==> config.mk <==
export PLATFORM = sky130hd
export DESIGN_NAME = controller_num_entry
export DESIGN_NICKNAME = d
export VERILOG_FILES = /design/src/rtl/controller_num_entry.sv
export SDC_FILE = /design/constraint.sdc
export NUM_CORES = 1
export LEC_CHECK = 0
export ABC_AREA = 1
export CAP_MARGIN = 15
export CORE_UTILIZATION = 39
export DETAILED_ROUTE_END_ITERATION = 6
export SYNTH_ARGS = -nofsm -noshare
export SYNTH_HDL_FRONTEND = slang
export SYNTH_SLANG_ARGS = --single-unit
export TNS_END_PERCENT = 20
==> constraint.sdc <==
create_clock -name Clock -period 1.85 [get_ports Clock]
set_input_delay 0.185 -clock Clock [delete_from_list [all_inputs] [get_ports Clock]]
set_output_delay 0.185 -clock Clock [all_outputs]
set_load 0.03 [all_outputs]
==> src/rtl/controller_num_entry.sv <==
// controller_num_entry
// Number-entry sequencer for the calculator controller. Keypad digits arrive
// through a valid/ready handshake and are folded into a binary operand as
// number = number*10 + digit. The multiply by ten is split over two cycles
// (x8 in IDLE, +x2 in SHIFT, +digit in ADD) so no multiplier is needed.
// Commit emits the operand as a one-cycle pulse; clear discards it; digits
// beyond MAX_DIGITS are rejected and flagged with a sticky overflow bit.

module controller_num_entry #(
  parameter int WIDTH      = 32,
  parameter int MAX_DIGITS = 9,
  parameter int CNT_W      = 4
) (
  input  logic             Clock,
  input  logic             Reset,
  input  logic             in_valid,
  output logic             in_ready,
  input  logic [3:0]       in_digit,
  input  logic             in_clear,
  input  logic             in_commit,
  output logic [WIDTH-1:0] number,
  output logic [CNT_W-1:0] num_count,
  output logic             overflow,
  output logic             out_valid,
  output logic [WIDTH-1:0] out_data
);

  typedef enum logic [1:0] {
    ST_IDLE  = 2'd0,
    ST_SHIFT = 2'd1,
    ST_ADD   = 2'd2
  } state_t;

  localparam logic [CNT_W-1:0] MAX_CNT = CNT_W'(MAX_DIGITS);
  localparam logic [CNT_W-1:0] CNT_ONE = CNT_W'(1);

  // Registered state
  state_t             r_state;
  logic [WIDTH-1:0]   r_number;
  logic [WIDTH-1:0]   r_tmp;
  logic [3:0]         r_dreg;
  logic [CNT_W-1:0]   r_num_count;
  logic               r_overflow;
  logic               r_out_valid;
  logic [WIDTH-1:0]   r_out_data;

  // Next-state values
  state_t             w_state_nxt;
  logic [WIDTH-1:0]   w_number_nxt;
  logic [WIDTH-1:0]   w_tmp_nxt;
  logic [3:0]         w_dreg_nxt;
  logic [CNT_W-1:0]   w_num_count_nxt;
  logic               w_overflow_nxt;
  logic               w_out_valid_nxt;
  logic [WIDTH-1:0]   w_out_data_nxt;

  logic               w_ready;
  logic               w_accept;
  logic               w_digit_ok;
  logic               w_room;
  logic               w_leading_zero;

  // Ready only in IDLE and out of reset, so a request is never taken on a reset edge
  assign w_ready        = (r_state == ST_IDLE) && Reset;
  assign w_accept       = in_valid && w_ready;
  assign w_digit_ok     = (in_digit <= 4'd9);
  assign w_room         = (r_num_count < MAX_CNT);
  // A zero appended to an empty operand is a leading zero and is not counted
  assign w_leading_zero = (r_number == {WIDTH{1'b0}}) && (r_dreg == 4'd0);

  assign in_ready  = w_ready;
  assign number    = r_number;
  assign num_count = r_num_count;
  assign overflow  = r_overflow;
  assign out_valid = r_out_valid;
  assign out_data  = r_out_data;

  // State register: synchronous active-low reset discards any partial result
  always_ff @(posedge Clock) begin
    if (!Reset) begin
      r_state     <= ST_IDLE;
      r_number    <= {WIDTH{1'b0}};
      r_tmp       <= {WIDTH{1'b0}};
      r_dreg      <= 4'd0;
      r_num_count <= {CNT_W{1'b0}};
      r_overflow  <= 1'b0;
      r_out_valid <= 1'b0;
      r_out_data  <= {WIDTH{1'b0}};
    end else begin
      r_state     <= w_state_nxt;
      r_number    <= w_number_nxt;
      r_tmp       <= w_tmp_nxt;
      r_dreg      <= w_dreg_nxt;
      r_num_count <= w_num_count_nxt;
      r_overflow  <= w_overflow_nxt;
      r_out_valid <= w_out_valid_nxt;
      r_out_data  <= w_out_data_nxt;
    end
  end

  // Next-state logic: request decode in IDLE (clear > commit > digit), shift-add in SHIFT/ADD
  always_comb begin
    w_state_nxt     = r_state;
    w_number_nxt    = r_number;
    w_tmp_nxt       = r_tmp;
    w_dreg_nxt      = r_dreg;
    w_num_count_nxt = r_num_count;
    w_overflow_nxt  = r_overflow;
    w_out_valid_nxt = 1'b0;
    w_out_data_nxt  = r_out_data;

    case (r_state)
      ST_IDLE: begin
        if (w_accept) begin
          if (in_clear) begin
            w_number_nxt    = {WIDTH{1'b0}};
            w_num_count_nxt = {CNT_W{1'b0}};
            w_overflow_nxt  = 1'b0;
          end else if (in_commit) begin
            w_out_data_nxt  = r_number;
            w_out_valid_nxt = 1'b1;
            w_number_nxt    = {WIDTH{1'b0}};
            w_num_count_nxt = {CNT_W{1'b0}};
            w_overflow_nxt  = 1'b0;
          end else if (w_digit_ok) begin
            if (w_room) begin
              w_dreg_nxt  = in_digit;
              w_tmp_nxt   = r_number << 3;
              w_state_nxt = ST_SHIFT;
            end else begin
              w_overflow_nxt = 1'b1;
            end
          end else begin
            w_state_nxt = ST_IDLE;
          end
        end else begin
          w_state_nxt = ST_IDLE;
        end
      end

      ST_SHIFT: begin
        w_tmp_nxt   = r_tmp + (r_number << 1);
        w_state_nxt = ST_ADD;
      end

      ST_ADD: begin
        w_number_nxt = r_tmp + WIDTH'(r_dreg);
        if (!w_leading_zero) begin
          w_num_count_nxt = r_num_count + CNT_ONE;
        end else begin
          w_num_count_nxt = r_num_count;
        end
        w_state_nxt = ST_IDLE;
      end

      default: begin
        w_state_nxt = ST_IDLE;
      end
    endcase
  end

endmodule

==> summary.md <==
| Metric | Value |
|---|---|
| Max transition margin | `a little under three fifths` |
| GP Congestion | `about 0.96` |
| Hold_ws | `0.460 ns` |
| Setup TNS Final | `-0.245 ns` |
| Post-placement cell area | `9360 sq um` |
| Syn Inst Count | `1172` |
| First-pass DRT Iterations | `7` |
| Failing checks | `negative setup slack` |
| Layout cells sized above 1 | `between 20% and 30%` |
| Syn Nets | `1217` |
| Syn avg cell area | `6.07 sq um` |
| Buffers on Ports | `79` |
| Final Max Tran Viols | `0` |
| Unrepaired setup endpoints after global routing | `true` |
| Synth cell types | `43` |
| Worst Skew | `0.00914 ns` |
| Register bit total from synthesis | `107` |
| Design area | `10700 sq um` |
| Via count | `8314` |
| Worst path max stage delay | `0.36 ns` |
| Clock buffer depth | `2` |
| Synth area leader | `dfxtp_1` |
| Most instantiated cells after synthesis | `nand2_1, inv_1, nor2_1, dfxtp_1, a21oi_1` |
| Detail Route Antenna Nets | `0` |
| Final Hold Fails | `0` |
| Root Driver | `clkbuf_16` |
| Initial core utilization | `39.7%` |
| Residual DRC | `0` |
| Area contributors post-synth | `dfxtp_1, nand2_1, inv_1` |
| CTS tree | `done` |
| Critical setup path kind | `register to register` |
| Die ar. | `18800 sq um` |
| Crit-path max FO | `6` |
| Worst r2r path cells | `14` |
| Synth top area share | `approximately 30%` |
| Status | `complete, but fails checks` |
| Vias in the first global route | `~7500` |
| Worst path required time | `2.05 ns` |
| Final setup viols | `11` |
| Total track usage | `27.4%` |
| Hold Buf Count CTS | `0` |
| GRT overflow | `0` |
| Dominant synthesized flop cell | `dfxtp_1` |
| Hold Crit Class | `register to register` |
| Final worst slack | `-0.0567 ns` |
| Pwr dens | `500 nW/um^2` |
| CTS Sinks | `107` |
| Seq/Total Area, Yosys | `between 30% and 40%` |
| Initial antenna violation count | `1` |
| Crit-path cells | `ha_4, nand2_4, nand2_2, nand2_2, nand2_4, nand2_4, nor2_4, nand2_2, clkinv_4, buf_4, buf_4, nor2_1, o21ai_0, a21oi_1` |
| Worst EP arrival | `2.11 ns` |
| CP startpoint kind | `register` |
| Synth Cell Area | `around 7100 sq um` |
| Worst slew pin tran | `~0.66 ns` |
| Drt wl/cell | `about 16 microns` |
| Core ar. | `roughly 18000 sq um` |
| H-tree depth | `3` |
| WHS Path Cells | `2` |
| Most common cell in the synthesized netlist | `nand2_1` |
| WL final | `26300 microns` |
| DPL Wire Length | `20100 microns` |
| Area delta synth->final | `50.0%` |
| Largest net degree at the start of global routing | `56` |
| Post-synth EDFFs | `0` |
| Final worst-path cycle share | `103%` |
| Period minus WS final | `1.91 ns` |
| Fmax | `524 MHz` |
| Row Count | `49` |
| Async SR Flop Fraction | `0%` |
| Chip Width | `roughly 140 microns` |
| Ys Warns | `0` |
| P_leak | `4.83 nW` |
| CTS Buf Count | `9` |
| Clock slew at reported path FFs | `0.07 ns` |
| Nets | `1449` |
| MaxCap Viol Count | `0` |
| Final Total Pwr | `5.33 mW` |
| DRT iter0 DRCs | `between 500 and 600` |
| Critical Path Slowest Stage Cell | `dfxtp_4` |
| First-pass GRT wire length | `between 30000 and 40000 microns` |
| Boundary pin count | `80` |
| DIE HEIGHT | `137 microns` |
| VDD IR-drop max | `505 uV` |
| Element type at the critical path end | `register` |
| Clock latency on the worst-skew pair | `0.35 ns` |
| Vias per cell | `5.07` |
-- cell usage in the layout (no fill, tap or decap), types with 12 or more instances in the layout --
cell             count
a21oi_1             79
a21oi_2             13
buf_4              166
clkdlybuf4s50_1     77
dfxtp_1             66
dfxtp_2             37
ha_4                25
inv_1              160
nand2_1            314
nand2_2             40
nand2_4             13
nand3_1             52
nand3_2             23
nor2_1             115
nor2_2              16
nor3_1              13
o21ai_0             48
o21ai_1             12
-- registers in the layout, indices dropped and copies added (netlist names) --
signal     cells
out_data      32
r_tmp         31
number        32
out_valid      1
num_count      4
r_state        2
r_dreg         4
overflow       1
-- cell type report --
class	instances	area, sq um
Clock buffer	13	260
Antenna cell	1	2.50
Clock inverter	3	23.8
Inverter	174	659
Sequential cell	107	2200
Multi-Input combinational cell	858	5070
Fill cell	1768	7230
Tap cell	229	287
Timing Repair Buffer	254	2160
-- worst paths after layout --
path	from	endpoint	slack, ns
min	overflow	overflow	0.46
min reg2reg	overflow	overflow	0.46
max reg2reg	r_dreg[2]	number[13]	-0.06
max	r_dreg[2]	number[13]	-0.06
-- repair_timing --
item,in CTS,in global routing
pin swaps,19,43
resized for setup,81,156
hold endpoints to repair,0,0
setup endpoints to repair,37,65
buffers inserted,1,4
-- logic make-up (layout without fill, tap and decap cells) --
kind of cell	after synthesis	in the layout	share of synthesized area [%]
XOR/XNOR	18	18	2.22
AO/OA/AOI/OAI	178	178	13.6
adder cells (fa/ha/maj)	36	36	6.44
flip-flops	107	107	30.1
other	0	1	0
buffers and inverters	207	444	11.4
AND/OR/NAND/NOR	626	626	36.3
-- power breakdown --
part           switching (mW)  total, mW  leakage (nW)  internal, mW
Clock                   0.872       1.86         0.132         0.992
Combinational           0.572       1.01          3.81         0.440
Sequential             0.0723       2.46         0.889          2.38
Total                    1.52       5.33          4.83          3.82
-- layer usage --
layer,track usage (%),part of all wire (%),up-vias,routed length (microns)
met5,0,0,-,0
met4,11.1,3.9,0,1030
met3,3.81,5.0,65,1310
met2,48.8,50,258,13000
met1,32.9,42,3801,11000
li1,-,-,4190,-
-- critical path: cells and delay by family (launching register included) --
kind | cells | cell delay (ns)
adders and majority gates | 1 | 0.28
DFF | 1 | 0.36
and+or+nand+nor | 8 | 0.65
buffers and inverters | 3 | 0.29
AOI/OAI and AO/OA | 2 | 0.19
-- through the flow --
stage | setup slack [ns] | std cells | utilization, %
finish | -0.0567 | 1639 | 59.6
global route | -0.140 | 1638 | 59.6
CTS | -0.0374 | 1634 | 56.3
detailed placement | -0.214 | 1617 | 52.3
global placement | -0.169 | 1617 | 52.3
floorplan | -0.00635 | 1172 | -
Power figures use the tool's default switching activity.
